File: config.mk
export PLATFORM = sky130hd
export DESIGN_NAME = spi_slave_regfile_p
export DESIGN_NICKNAME = d
export VERILOG_FILES = /design/src/rtl/spi_slave_pkg.sv /design/src/rtl/spi_slave_shifter.sv /design/src/rtl/spi_slave_regfile_p.sv
export SDC_FILE = /design/constraint.sdc
export NUM_CORES = 1
export LEC_CHECK = 0
export ABC_AREA = 0
export BUFFER_PORTS_ARGS = -buffer_cell sky130_fd_sc_hd__buf_2
export CELL_PAD_IN_SITES_DETAIL_PLACEMENT = 2
export CELL_PAD_IN_SITES_GLOBAL_PLACEMENT = 2
export CORE_ASPECT_RATIO = 0.8
export CORE_MARGIN = 3
export CORE_UTILIZATION = 40
export CTS_BUF_LIST = sky130_fd_sc_hd__clkbuf_4
export DETAILED_ROUTE_END_ITERATION = 8
export GPL_ROUTABILITY_DRIVEN = 0
export GPL_TIMING_DRIVEN = 0
export PLACE_DENSITY_LB_ADDON = 0.1
export SYNTH_ARGS = -nofsm -noshare
export SYNTH_HDL_FRONTEND = slang
export SYNTH_HIERARCHICAL = 1
export SYNTH_SLANG_ARGS = --single-unit
File: constraint.sdc
create_clock -name clk -period 5.4 [get_ports clk]
set_input_delay 0.27 -clock clk [delete_from_list [all_inputs] [get_ports clk]]
set_output_delay 0.27 -clock clk [all_outputs]
set_load 0.01 [all_outputs]
File: src/rtl/spi_slave_pkg.sv
// Shared types and helpers for the SPI slave register file: FSM states,
// address-width and command-bit helpers.
package spi_slave_pkg;

  typedef enum logic [1:0] {
    ST_IDLE = 2'd0,
    ST_CMD  = 2'd1,
    ST_WR   = 2'd2,
    ST_RD   = 2'd3
  } state_t;

  localparam int MIN_SYNC_STAGES = 2;

  // Minimum of one address bit so a 2-entry file still has a usable index.
  function automatic int addr_width(input int num_regs);
    return (num_regs <= 2) ? 1 : $clog2(num_regs);
  endfunction

  // The read/write flag sits in the MSB of the command frame.
  function automatic int cmd_rw_bit(input int data_w);
    return data_w - 1;
  endfunction

endpackage

File: src/rtl/spi_slave_shifter.sv
// SPI pin front end: synchronisers, SCLK/SS edge detection, bit counter and
// the rx/tx shift registers. Reports completed words and partial-frame errors.
module spi_slave_shifter
  import spi_slave_pkg::*;
#(
  parameter int DATA_W      = 8,
  parameter int CPOL        = 0,
  parameter int CPHA        = 0,
  parameter int SYNC_STAGES = 2
) (
  input  logic              clk,
  input  logic              reset,
  input  logic              sclk,
  input  logic              mosi,
  input  logic              ss_n,
  input  logic              tx_load,
  input  logic [DATA_W-1:0] tx_word,
  output logic              ss_active,
  output logic              rx_done,
  output logic [DATA_W-1:0] rx_word,
  output logic              miso_bit,
  output logic              frame_err
);

  localparam int   CNT_W         = $clog2(DATA_W);
  localparam logic SCLK_IDLE     = 1'(CPOL);
  localparam bit   SAMPLE_RISING = ((CPOL ^ CPHA) == 0);

  logic [SYNC_STAGES-1:0] r_sclk_sync;
  logic [SYNC_STAGES-1:0] r_mosi_sync;
  logic [SYNC_STAGES-1:0] r_ss_sync;
  logic [CNT_W-1:0]       r_bit_cnt;
  logic [DATA_W-1:0]      r_rx_sr;
  logic [DATA_W-1:0]      r_rx_word;
  logic                   r_rx_done;
  logic                   r_frame_err;
  logic [DATA_W-1:0]      r_tx_sr;
  logic                   r_miso_bit;

  logic w_sclk_rise;
  logic w_sclk_fall;
  logic w_ss_fall;
  logic w_ss_rise;
  logic w_sample;
  logic w_shift;
  logic w_mosi;

  // sclk synchroniser idles at CPOL so reset release never looks like an edge.
  always_ff @(posedge clk or posedge reset) begin
    if (reset) begin
      r_sclk_sync <= {SYNC_STAGES{SCLK_IDLE}};
      r_mosi_sync <= '0;
      r_ss_sync   <= '1;
    end else begin
      r_sclk_sync <= {r_sclk_sync[SYNC_STAGES-2:0], sclk};
      r_mosi_sync <= {r_mosi_sync[SYNC_STAGES-2:0], mosi};
      r_ss_sync   <= {r_ss_sync[SYNC_STAGES-2:0], ss_n};
    end
  end

  assign w_sclk_rise = r_sclk_sync[SYNC_STAGES-2] & ~r_sclk_sync[SYNC_STAGES-1];
  assign w_sclk_fall = ~r_sclk_sync[SYNC_STAGES-2] & r_sclk_sync[SYNC_STAGES-1];
  assign w_ss_fall   = ~r_ss_sync[SYNC_STAGES-2] & r_ss_sync[SYNC_STAGES-1];
  assign w_ss_rise   = r_ss_sync[SYNC_STAGES-2] & ~r_ss_sync[SYNC_STAGES-1];
  assign w_mosi      = r_mosi_sync[SYNC_STAGES-2];
  assign ss_active   = ~r_ss_sync[SYNC_STAGES-2];

  assign w_sample = ss_active & (SAMPLE_RISING ? w_sclk_rise : w_sclk_fall);
  assign w_shift  = ss_active & (SAMPLE_RISING ? w_sclk_fall : w_sclk_rise);

  always_ff @(posedge clk or posedge reset) begin
    if (reset) begin
      r_bit_cnt   <= '0;
      r_rx_sr     <= '0;
      r_rx_word   <= '0;
      r_rx_done   <= 1'b0;
      r_frame_err <= 1'b0;
    end else begin
      r_rx_done   <= 1'b0;
      r_frame_err <= 1'b0;
      if (w_ss_fall) begin
        r_bit_cnt <= '0;
      end else if (w_ss_rise) begin
        r_frame_err <= (r_bit_cnt != '0);
        r_bit_cnt   <= '0;
      end else if (w_sample) begin
        r_rx_sr <= {r_rx_sr[DATA_W-2:0], w_mosi};
        if (r_bit_cnt == CNT_W'(DATA_W - 1)) begin
          r_bit_cnt <= '0;
          r_rx_done <= 1'b1;
          r_rx_word <= {r_rx_sr[DATA_W-2:0], w_mosi};
        end else begin
          r_bit_cnt <= r_bit_cnt + 1'b1;
        end
      end
    end
  end

  // CPHA=0: the trailing edge that closes a frame must not shift, so the freshly
  // loaded word's MSB stays on the line for the next frame's first sample.
  always_ff @(posedge clk or posedge reset) begin
    if (reset) begin
      r_tx_sr    <= '0;
      r_miso_bit <= 1'b0;
    end else begin
      if (tx_load) begin
        r_tx_sr <= tx_word;
      end else if (w_shift && (CPHA != 0 || r_bit_cnt != '0)) begin
        r_tx_sr    <= r_tx_sr << 1;
        r_miso_bit <= r_tx_sr[DATA_W-1];
      end
      if (w_ss_fall) begin
        r_miso_bit <= 1'b0;
      end
    end
  end

  assign miso_bit  = (CPHA == 0) ? r_tx_sr[DATA_W-1] : r_miso_bit;
  assign rx_done   = r_rx_done;
  assign rx_word   = r_rx_word;
  assign frame_err = r_frame_err;

endmodule

File: src/rtl/spi_slave_regfile_p.sv
// SPI slave with an internal register file: command frame selects read/write
// and start address, followed by an auto-incrementing, wrapping burst.
module spi_slave_regfile_p
  import spi_slave_pkg::*;
#(
  parameter  int DATA_W      = 8,
  parameter  int NUM_REGS    = 4,
  parameter  int CPOL        = 0,
  parameter  int CPHA        = 0,
  parameter  int SYNC_STAGES = 2,
  localparam int ADDR_W      = addr_width(NUM_REGS)
) (
  input  logic              clk,
  input  logic              reset,
  input  logic              sclk,
  input  logic              mosi,
  input  logic              ss_n,
  output logic              miso,
  output logic              miso_oe,
  input  logic [ADDR_W-1:0] sys_rd_addr,
  output logic [DATA_W-1:0] sys_rd_data,
  output logic              wr_valid,
  output logic [ADDR_W-1:0] wr_addr,
  output logic [DATA_W-1:0] wr_data,
  output logic              frame_err,
  output state_t            o_dbg_state
);

  localparam int RW_BIT = cmd_rw_bit(DATA_W);

  state_t            r_state;
  state_t            w_state_nxt;
  logic [ADDR_W-1:0] r_addr;
  logic [ADDR_W-1:0] w_addr_nxt;
  logic [ADDR_W-1:0] w_addr_inc;
  logic [ADDR_W-1:0] w_cmd_addr;
  logic [DATA_W-1:0] r_regs [NUM_REGS];

  logic              w_ss_active;
  logic              w_rx_done;
  logic [DATA_W-1:0] w_rx_word;
  logic              w_miso_bit;
  logic              w_tx_load;
  logic [DATA_W-1:0] w_tx_word;
  logic              w_wr_en;

  spi_slave_shifter #(
    .DATA_W      (DATA_W),
    .CPOL        (CPOL),
    .CPHA        (CPHA),
    .SYNC_STAGES (SYNC_STAGES)
  ) u_shifter (
    .clk       (clk),
    .reset     (reset),
    .sclk      (sclk),
    .mosi      (mosi),
    .ss_n      (ss_n),
    .tx_load   (w_tx_load),
    .tx_word   (w_tx_word),
    .ss_active (w_ss_active),
    .rx_done   (w_rx_done),
    .rx_word   (w_rx_word),
    .miso_bit  (w_miso_bit),
    .frame_err (frame_err)
  );

  // NUM_REGS is a power of two, so natural overflow gives the wrap to 0.
  assign w_addr_inc = r_addr + 1'b1;
  assign w_cmd_addr = w_rx_word[ADDR_W-1:0];

  always_comb begin
    w_state_nxt = r_state;
    w_addr_nxt  = r_addr;
    w_tx_load   = 1'b0;
    w_tx_word   = '0;
    w_wr_en     = 1'b0;
    if (!w_ss_active) begin
      w_state_nxt = ST_IDLE;
    end else begin
      case (r_state)
        ST_IDLE: begin
          w_state_nxt = ST_CMD;
          w_tx_load   = 1'b1;
        end
        ST_CMD: begin
          if (w_rx_done) begin
            w_addr_nxt = w_cmd_addr;
            w_tx_load  = 1'b1;
            if (w_rx_word[RW_BIT]) begin
              w_state_nxt = ST_WR;
              w_tx_word   = w_rx_word;
            end else begin
              w_state_nxt = ST_RD;
              w_tx_word   = r_regs[w_cmd_addr];
            end
          end
        end
        ST_WR: begin
          if (w_rx_done) begin
            w_wr_en    = 1'b1;
            w_addr_nxt = w_addr_inc;
            w_tx_load  = 1'b1;
            w_tx_word  = w_rx_word;
          end
        end
        ST_RD: begin
          // Preload the next register now so a continuous burst has no gap frame.
          if (w_rx_done) begin
            w_addr_nxt = w_addr_inc;
            w_tx_load  = 1'b1;
            w_tx_word  = r_regs[w_addr_inc];
          end
        end
        default: w_state_nxt = ST_IDLE;
      endcase
    end
  end

  always_ff @(posedge clk or posedge reset) begin
    if (reset) begin
      r_state <= ST_IDLE;
      r_addr  <= '0;
    end else begin
      r_state <= w_state_nxt;
      r_addr  <= w_addr_nxt;
    end
  end

  always_ff @(posedge clk or posedge reset) begin
    if (reset) begin
      for (int i = 0; i < NUM_REGS; i++) begin
        r_regs[i] <= '0;
      end
    end else if (w_wr_en) begin
      r_regs[r_addr] <= w_rx_word;
    end
  end

  assign sys_rd_data = r_regs[sys_rd_addr];
  assign wr_valid    = w_wr_en;
  assign wr_addr     = w_wr_en ? r_addr : '0;
  assign wr_data     = w_wr_en ? w_rx_word : '0;
  assign miso_oe     = (r_state != ST_IDLE);
  assign miso        = miso_oe & w_miso_bit;
  assign o_dbg_state = r_state;

endmodule

==> flow_summary_export.csv, run 1 <==
group,metric,value,unit
sta,setup_viol,0,
final_layout,area.sequential,1730,sq um
critical_path,crit_path_end_kind,"register",
drt,num_vias,2635,
final_layout,nets,351,
cts,cts_tree,"done",
place,dpl_cell_area,4160,sq um
sta,finalHoldViolations,0,
logic_synthesis,syn_area,3870,sq um
final_layout,mostFrequentLayoutCells,"dfrtp_1 (67), mux2_2 (33), buf_2 (32)",
logic_synthesis,synth_edf_count,0,
logic_synthesis,async_flop_share,1.00,
drt,drt-pass1-iter-count,4,
grt,grtUsageTotal,0.209,
die,die-area,10900,sq um
drt,drt_iter0_drc,113,
die,die_y,94.0,microns
final_layout,antenna_cells,0,
drt,ant_nets,0,
logic_synthesis,ys_types,47,
cts,clock-sinks,69,
final_layout,multi_input_area,1990,sq um
logic_synthesis,syn_nets,307,
die,core-area,9230,sq um
logic_synthesis,synth_warnings,6,
place,hpwl,7240,microns
critical_path,critPathLaunchType,"register",
grt,grt_pass1_vias,2938,
grt,grt_pass1_wl,16800,microns
drt,via_per_inst,5.79,
cts,path_clk_slew,0.12,ns
power,p_leak,2.14,nW
run_status,status,"finished clean",
logic_synthesis,synth.avg_cell_area,13.3,sq um
logic_synthesis,synthCells,291,
place,port_buffers,28,
sta,slew_headroom,0.452,
power,ir_drop,0.145,mV
sta,rsz0062_at_grt,"no",
critical_path,reg2reg_slack,2.96,ns
run,maxCapViolations,0,
cts,root_buffer,"clkbuf_4",
critical_path,reg2reg_from,"r_addr[0]$_DFFE_PP0P_",
drt,drc,0,
critical_path,cp-startpoint,"r_addr[0]$_DFFE_PP0P_",
cts,postCtsResizedCells,0,
place,dpl.cell_count,434,
sta,fin_crit_sh,0.451,
critical_path,r2r_cells,9,
final_layout,synthToLayoutAreaGrowth,12.8,%
logic_synthesis,synthFlopType,"dfrtp_1",
critical_path,worstSetupPathType,"register to register",
die,rows,31,
critical_path,crit_path_max_fanout,10,
power,powerDensity,258,nW/um^2
cts,tritoncts.num_buffers,9,
critical_path,cp.arrival,2.77,ns
final_layout,drive_gt1_frac,0.385,
final_layout,final_area,4370,sq um
critical_path,critPathRequiredTime,5.73,ns
sta,max_freq,411,MHz
sta,setup_tns,0,ns
grt,grt_remaining_overflow,0,
logic_synthesis,ys_seq_area_frac,0.446,
cts,cts_max_level,3,
final_layout,layout_commonest_cell,"dfrtp_1",
sta,drv_slew,0,
cts,clock_latency,0.44,ns
drt,totalWireLength,10400,microns
hold_path,hold_class,"input port to async pin",
cts,cts_buffer_depth,2,
sta,tightestPinTransition,0.821,ns
sta,min_period,2.44,ns
power,finalPower,1.13,mW
final_layout,fillCellCount,928,
die,pin_count,31,
drt,wire_per_inst,22.8,microns
grt,grt_max_degree,37,
logic_synthesis,ys_ff_latch,69,
grt,antenna_found_initial,0,
die,die-width,116,microns
die,initial_utilization,0.420,
sta,finClkSkew,0.0163,ns
final_layout,final_cells,455,
worst max-delay path, stage by stage, from the launching register on:
cell,delay [ns]
dfrtp_1,0.45
buf_6,0.20
inv_1,0.10
ha_1,0.28
buf_2,0.28
mux4_2,0.55
a22oi_1,0.24
nand2_1,0.08
nor2b_1,0.11
a21oi_1,0.05
Yosys cell counts (4+ instances only):
library cell,count,area share
mux4_2,16,0.093
and2_1,9,0.015
mux2_2,33,0.096
ha_1,9,0.029
clkbuf_1,6,0.0058
nor2_1,7,0.0068
mux4_1,6,0.041
mux2i_1,5,0.013
mux2_4,16,0.062
o21ai_0,13,0.017
a21oi_1,13,0.017
buf_2,4,0.0052
a22oi_1,5,0.0097
inv_1,10,0.0097
nand2_1,16,0.016
a31oi_1,7,0.011
dfrtp_1,67,0.43
nor2b_1,10,0.016
flip-flops by register name, indices dropped and copies added (netlist names):
register	cells
u_shifter/r_mosi_sync	1
r_addr	2
u_shifter/frame_err	1
u_shifter/r_bit_cnt	3
u_shifter/r_tx_sr	8
u_shifter/r_sclk_sync	2
u_shifter/rx_done	1
r_regs	32
u_shifter/r_rx_sr	7
u_shifter/r_ss_sync	2
u_shifter/rx_word	8
o_dbg_state	2
report_power, final:
| group | switching (mW) | internal (mW) | leakage, nW | total (mW) |
|---|---|---|---|---|
| registers | 0.0304 | 0.557 | 0.925 | 0.587 |
| logic | 0.0925 | 0.0655 | 1.13 | 0.158 |
| clock network | 0.192 | 0.189 | 0.0852 | 0.381 |
| total | 0.315 | 0.811 | 2.14 | 1.13 |
final timing paths:
check	end
worst min register to register	u_shifter/r_ss_sync[1]$_DFF_PP1_
worst min-delay path	u_shifter/r_rx_sr[5]$_DFFE_PP0P_
worst max register to register	u_shifter/r_tx_sr[5]$_DFFE_PP0P_
worst max-delay path	u_shifter/r_tx_sr[5]$_DFFE_PP0P_
min in group clk	u_shifter/r_ss_sync[1]$_DFF_PP1_
max in group asynchronous	r_regs[24]$_DFFE_PP0P_
metrics by stage:
step	worst slack, ns	util	hold WS [ns]
floorplan	3.31	-	0.274
global placement	2.94	0.450	0.374
detailed placement	2.93	0.450	0.376
CTS	2.93	0.470	0.00968
global route	2.81	0.473	0.319
finish	2.96	0.473	0.318
per-layer routing:
layer / GRT usage / wire (microns)
met5: 0 / 0
met4: 0.0541 / 108
met3: 0.0457 / 316
met2: 0.328 / 5000
met1: 0.295 / 4930
area by class of cell:
| type | count | area share |
|---|---|---|
| tap | 115 | 0.0329 |
| sequential | 69 | 0.396 |
| clock inverter | 6 | 0.0177 |
| multi-input combinational | 196 | 0.456 |
| timing repair buffer | 33 | 0.0458 |
| clock buffer | 10 | 0.0172 |
| buffer | 16 | 0.0263 |
| inverter | 10 | 0.00859 |
cells by family (layout without fill, tap and decap cells):
| family | count (synthesis) | in the layout | share of synthesized area |
|---|---|---|---|
| muxes | 76 | 76 | 0.305 |
| AOI/OAI and AO/OA | 44 | 44 | 0.0682 |
| buffers and inverters | 26 | 75 | 0.0394 |
| DFF | 69 | 69 | 0.446 |
| adders and majority gates | 9 | 9 | 0.0291 |
| and+or+nand+nor | 67 | 67 | 0.112 |
repair_timing:
item                                   in CTS  in global routing
buffers inserted                            0                  0
setup endpoints to repair                   0                  0
hold buffers                                3                  1
endpoints found under the hold margin       3                  9
(Power assumes the default switching activity.)
==> run 2: changes to the inputs <==
==> constraint.sdc (replaced) <==
create_clock -name clk -period 2 [get_ports clk]
set_input_delay 0.1 -clock clk [delete_from_list [all_inputs] [get_ports clk]]
set_output_delay 0.1 -clock clk [all_outputs]
set_load 0.01 [all_outputs]
==> flow_summary_export.csv, run 2 (synthesis gave the netlist of run 1 again) <==
group,metric,value,unit
run_status,status,"finished clean",
sta,rsz0062_at_grt,"yes",
drt,wire_per_inst,22.9,microns
grt,grt_pass1_vias,2998,
final_layout,synthToLayoutAreaGrowth,16.4,%
final_layout,multi_input_area,2040,sq um
final_layout,final_cells,465,
grt,grt_pass1_wl,17500,microns
drt,drt-pass1-iter-count,6,
sta,drv_slew,0,
place,hpwl,7130,microns
critical_path,critPathLaunchType,"register",
die,die-area,10900,sq um
critical_path,crit_path_end_kind,"register",
sta,setup_viol,0,
critical_path,cp.arrival,2.30,ns
sta,fin_crit_sh,0.991,
power,clock_power_share,0.312,
critical_path,worstSetupPathType,"register to register",
die,pin_count,31,
grt,grt_remaining_overflow,0,
die,core-area,9230,sq um
grt,grtUsageTotal,0.216,
power,comb_power_share,0.148,
drt,via_per_inst,5.75,
cts,clock-sinks,69,
cts,cts_max_level,3,
sta,slew_headroom,0.437,
place,port_buffers,28,
cts,path_clk_slew,0.12,ns
final_layout,utilization,0.489,
final_layout,fillCellCount,912,
power,powerDensity,651,nW/um^2
critical_path,critPathRequiredTime,2.31,ns
final_layout,layout_commonest_cell,"dfrtp_1",
sta,min_period,1.98,ns
sta,finalHoldViolations,0,
power,ir_drop,0.374,mV
sta,finClkSkew,0.0192,ns
die,die-width,116,microns
critical_path,path_cells,"clkinvlp_4, ha_4, and4bb_1, buf_6, nand2_8, mux2_4",
final_layout,mostFrequentLayoutCells,"dfrtp_1 (65), mux2_2 (33), buf_2 (31)",
drt,num_vias,2673,
drt,totalWireLength,10700,microns
drt,drc,0,
power,power_switching,874,uW
power,swShare,0.298,
place,dpl_cell_area,4160,sq um
grt,antenna_found_initial,0,
final_layout,nets,362,
drt,drt_iter0_drc,75,
power,p_leak,2.19,nW
power,p_int,2.06,mW
hold_path,hold_class,"input port to async pin",
drt,ant_nets,0,
critical_path,critPathSlowestCell,"dfstp_2",
critical_path,crit_path_max_fanout,8,
final_layout,area.sequential,1730,sq um
final_layout,largest_register_ffs,32,
cts,tritoncts.num_buffers,9,
run,maxCapViolations,0,
place,dpl.cell_count,434,
final_layout,drive_gt1_frac,0.449,
die,die_y,94.0,microns
final_layout,antenna_cells,0,
die,rows,31,
cts,clock_latency,0.43,ns
final_layout,final_area,4510,sq um
cts,cts_tree,"done",
sta,tightestPinTransition,0.843,ns
sta,max_freq,504,MHz
cts,root_buffer,"clkbuf_4",
power,power_frac_seq,0.540,
critical_path,slowest_delay,0.58,ns
power,finalPower,2.94,mW
grt,grt_max_degree,37,
final_layout,largest-register,"r_regs",
die,initial_utilization,0.420,
cts,cts_buffer_depth,2,
sta,hold-worst-slack,0.169,ns
-- run 2: worst max-delay path: cells and delay by family, from the launching register on --
family	cells	cell delay, ns
adders and majority gates	1	0.29
DFF	1	0.58
buffers and inverters	2	0.33
and+or+nand+nor	2	0.36
muxes	1	0.32
-- run 2: repair_timing --
item | 4_1_cts | 5_1_grt
hold buffers | 4 | 0
buffers inserted | 8 | 5
hold endpoints to repair | 39 | 0
endpoints found under the setup margin | 31 | 18
gates resized for setup | 13 | 9
pin swaps | 5 | 6
-- run 2: layer usage --
layer | wire [microns] | track usage | vias to the layer above
met5 | 0 | 0 | -
met4 | 81 | 0.0502 | 0
met3 | 274 | 0.0431 | 9
met2 | 5230 | 0.342 | 42
met1 | 5090 | 0.306 | 1432
li1 | - | - | 1190
-- run 2: power groups by stage --
stage	Sequential [mW]	Combinational (mW)	Clock, mW
final	1.58	0.434	0.917
after global routing	1.60	0.493	1.01
after CTS	1.58	0.433	0.942
after detailed placement	1.61	0.416	0
after global placement	1.60	0.393	0
after floorplan	1.59	0.304	0
-- run 2: final timing paths --
| path | endpoint | slack [ns] | cells after the start | startpoint |
|---|---|---|---|---|
| setup / recovery | u_shifter/rx_word[3]$_DFFE_PP0P_ | 0.02 | 6 | u_shifter/r_ss_sync[0]$_DFF_PP1_ |
| hold reg to reg | u_shifter/r_sclk_sync[1]$_DFF_PP0_ | 0.49 | 0 | u_shifter/r_sclk_sync[0]$_DFF_PP0_ |
| min in group clk | u_shifter/r_ss_sync[0]$_DFF_PP1_ | 0.31 | 2 | ss_n |
| max in group asynchronous | o_dbg_state[0]$_DFFE_PP0P_ | 1.02 | 3 | reset |
| setup reg to reg | u_shifter/rx_word[3]$_DFFE_PP0P_ | 0.02 | 6 | u_shifter/r_ss_sync[0]$_DFF_PP1_ |
| hold / removal | u_shifter/rx_word[0]$_DFFE_PP0P_ | 0.17 | 3 | reset |
-- run 2: layout make-up --
type | count | share of cell area
Sequential cell | 69 | 0.384
Buffer | 14 | 0.0225
Clock inverter | 6 | 0.0141
Inverter | 10 | 0.0108
Timing Repair Buffer | 46 | 0.0705
Clock buffer | 9 | 0.0150
Multi-Input combinational cell | 196 | 0.451
Tap cell | 115 | 0.0319
-- run 2: per-stage QoR --
stage | TNS (ns) | setup WS, ns
2_1_floorplan | 0 | 0.0152
3_5_place_dp | -2.67 | -0.365
4_1_cts | -0.0537 | -0.0455
5_1_grt | -0.341 | -0.0412
3_3_place_gp | -1.73 | -0.322
6_report | 0 | 0.0176
==> run 3: changes to the inputs <==
--- a/config.mk
+++ b/config.mk
@@ -6,7 +6,7 @@
 export NUM_CORES = 1
 export LEC_CHECK = 0
 export ABC_AREA = 0
-export BUFFER_PORTS_ARGS = -buffer_cell sky130_fd_sc_hd__buf_2
+export BUFFER_PORTS_ARGS = -buffer_cell sky130_fd_sc_hd__clkbuf_2
 export CELL_PAD_IN_SITES_DETAIL_PLACEMENT = 2
 export CELL_PAD_IN_SITES_GLOBAL_PLACEMENT = 2
 export CORE_ASPECT_RATIO = 0.8
==> flow_summary_export.csv, run 3 (synthesis gave the netlist of run 1 again) <==
group,metric,value,unit
run_status,status,"finished with violations",
run_status,failed_checks,"setup timing",
sta,rsz0062_at_grt,"yes",
critical_path,critPathRequiredTime,2.33,ns
place,port_buffers,28,
run,maxCapViolations,0,
sta,worst_slack,-0.00903,ns
drt,via_per_inst,5.79,
drt,ant_nets,0,
grt,grt_util_met1,0.292,
final_layout,fillCellCount,901,
critical_path,reg2reg_from,"u_shifter/r_ss_sync[0]$_DFF_PP1_",
final_layout,layout_commonest_cell,"dfrtp_1",
power,ir_drop,0.428,mV
die,die-width,116,microns
sta,hold-worst-slack,0.205,ns
sta,finalHoldViolations,0,
final_layout,largest-register,"r_regs",
final_layout,mostFrequentLayoutCells,"dfrtp_1 (67), mux2_2 (33), clkbuf_2 (29)",
grt,grtUsageMet3,0.0431,
grt,grt_max_degree,37,
place,hpwl,6990,microns
critical_path,reg2reg_to,"u_shifter/rx_word[3]$_DFFE_PP0P_",
die,die-area,10900,sq um
sta,setup_viol,3,
critical_path,path_cells,"clkinvlp_4, ha_4, and4bb_1, buf_6, nand2_8, mux2_4",
critical_path,endpoint,"u_shifter/rx_word[3]$_DFFE_PP0P_",
power,power_switching,878,uW
sta,slew_headroom,0.455,
final_layout,antenna_cells,0,
critical_path,worstSetupPathType,"register to register",
grt,use_met2,0.324,
cts,path_clk_slew,0.12,ns
die,core-area,9230,sq um
critical_path,cp.buffers_inverters,2,
critical_path,worstSetupPathDepth,6,
cts,clock_latency,0.44,ns
power,p_int,2.08,mW
grt,grt_pass1_vias,2850,
hold_path,hold_class,"input port to async pin",
sta,tightestPinTransition,0.816,ns
grt,grt_pass1_wl,16700,microns
cts,cts_buffer_depth,2,
sta,drv_slew,0,
sta,fin_crit_sh,1.00,
power,clock_power_share,0.319,
final_layout,utilization,0.492,
place,dpl.cell_count,434,
sta,finClkSkew,0.0123,ns
sta,min_period,2.01,ns
critical_path,cp.arrival,2.34,ns
cts,cts_max_level,3,
critical_path,crit_family,"flip-flops",
critical_path,reg2reg_slack,-0.009,ns
cts,cts_tree,"done",
die,rows,31,
grt,grt_remaining_overflow,0,
final_layout,final_cells,468,
die,pin_count,31,
final_layout,synthToLayoutAreaGrowth,17.2,%
critical_path,crit_path_end_kind,"register",
final_layout,nets,364,
cts,clock-sinks,69,
critical_path,cp-startpoint,"u_shifter/r_ss_sync[0]$_DFF_PP1_",
critical_path,slowest_delay,0.59,ns
grt,grt.busiest_layer,"met2",
grt,grtUsageTotal,0.208,
drt,wire_per_inst,22.5,microns
place,place_ws,-0.347,ns
grt,antenna_found_initial,0,
drt,drc,0,
power,p_leak,2.19,nW
drt,num_vias,2711,
drt,totalWireLength,10500,microns
sta,max_freq,498,MHz
power,power_frac_seq,0.535,
critical_path,critPathLaunchType,"register",
drt,drt_iter0_drc,165,
critical_path,critPathSlowestCell,"dfstp_2",
power,swShare,0.297,
die,die_y,94.0,microns
cts,tritoncts.num_buffers,9,
critical_path,crit_path_max_fanout,8,
final_layout,drive_gt1_frac,0.453,
drt,drt-pass1-iter-count,5,
power,powerDensity,652,nW/um^2
cts,root_buffer,"clkbuf_4",
die,initial_utilization,0.420,
final_layout,largest_register_ffs,32,
power,comb_power_share,0.146,
critical_path,r2r_cells,6,
## run 3: cell types whose count changed in the layout (fill, tap and decap cells not counted), sizes merged
cell	delta
clkbuf	+28
buf	-25
inv	-1
clkinv	+1
## run 3: repair_timing
item	in CTS	in global routing
endpoints found under the hold margin	39	0
setup buffers	9	5
endpoints found under the setup margin	24	19
hold buffers	4	0
resized for setup	12	9
pin swaps	3	5
## run 3: worst min path at each step
stage               startpoint                            endpoint  slack, ns  depth (start not counted)
global placement          ss_n    u_shifter/r_ss_sync[0]$_DFF_PP1_       0.19                          1
CTS                       ss_n    u_shifter/r_ss_sync[0]$_DFF_PP1_       0.25                          2
global route             reset    u_shifter/r_rx_sr[5]$_DFFE_PP0P_       0.21                          3
floorplan                 ss_n    u_shifter/r_ss_sync[0]$_DFF_PP1_       0.10                          0
detailed placement        ss_n    u_shifter/r_ss_sync[0]$_DFF_PP1_       0.19                          1
finish                   reset  u_shifter/r_mosi_sync[0]$_DFF_PP0_       0.20                          3
## run 3: power groups by stage
stage	registers, mW	logic [mW]	clock network, mW
after floorplan	1.59	0.304	0
after detailed placement	1.61	0.410	0
after global placement	1.60	0.395	0
after global routing	1.60	0.486	1.04
after CTS	1.58	0.423	0.980
final	1.58	0.431	0.945
## run 3: through the flow
stage          cell area, sq um  setup TNS (ns)  power [mW]
2_1_floorplan              3880               0        1.89
4_1_cts                    4460         -0.0169        2.99
3_3_place_gp               4160           -1.85        2.00
6_report                   4540         -0.0156        2.96
3_5_place_dp               4160           -2.36        2.02
5_1_grt                    4540          -0.489        3.12
## run 3: area by class of cell
| class | instances | area, sq um | area share |
|---|---|---|---|
| multi-input combinational | 196 | 2050 | 0.452 |
| tap | 115 | 144 | 0.0317 |
| clock buffer | 10 | 75.1 | 0.0165 |
| clock inverter | 6 | 63.8 | 0.0141 |
| timing repair buffer | 47 | 313 | 0.0689 |
| sequential | 69 | 1730 | 0.381 |
| inverter | 10 | 46.3 | 0.0102 |
| buffer | 15 | 116 | 0.0256 |
## run 3: tightest hold or removal path: stages
cell and delay (ns):
dlygate4sd3_1 0.54, clkbuf_2 0.12, clkinv_1 0.32
## run 3: layer usage
layer | routed length [microns] | share of wire | vias up
met2 | 5050 | 0.48 | 61
li1 | - | - | 1193
met5 | 0 | 0 | -
met4 | 158 | 0.015 | 0
met3 | 396 | 0.038 | 14
met1 | 4910 | 0.47 | 1443
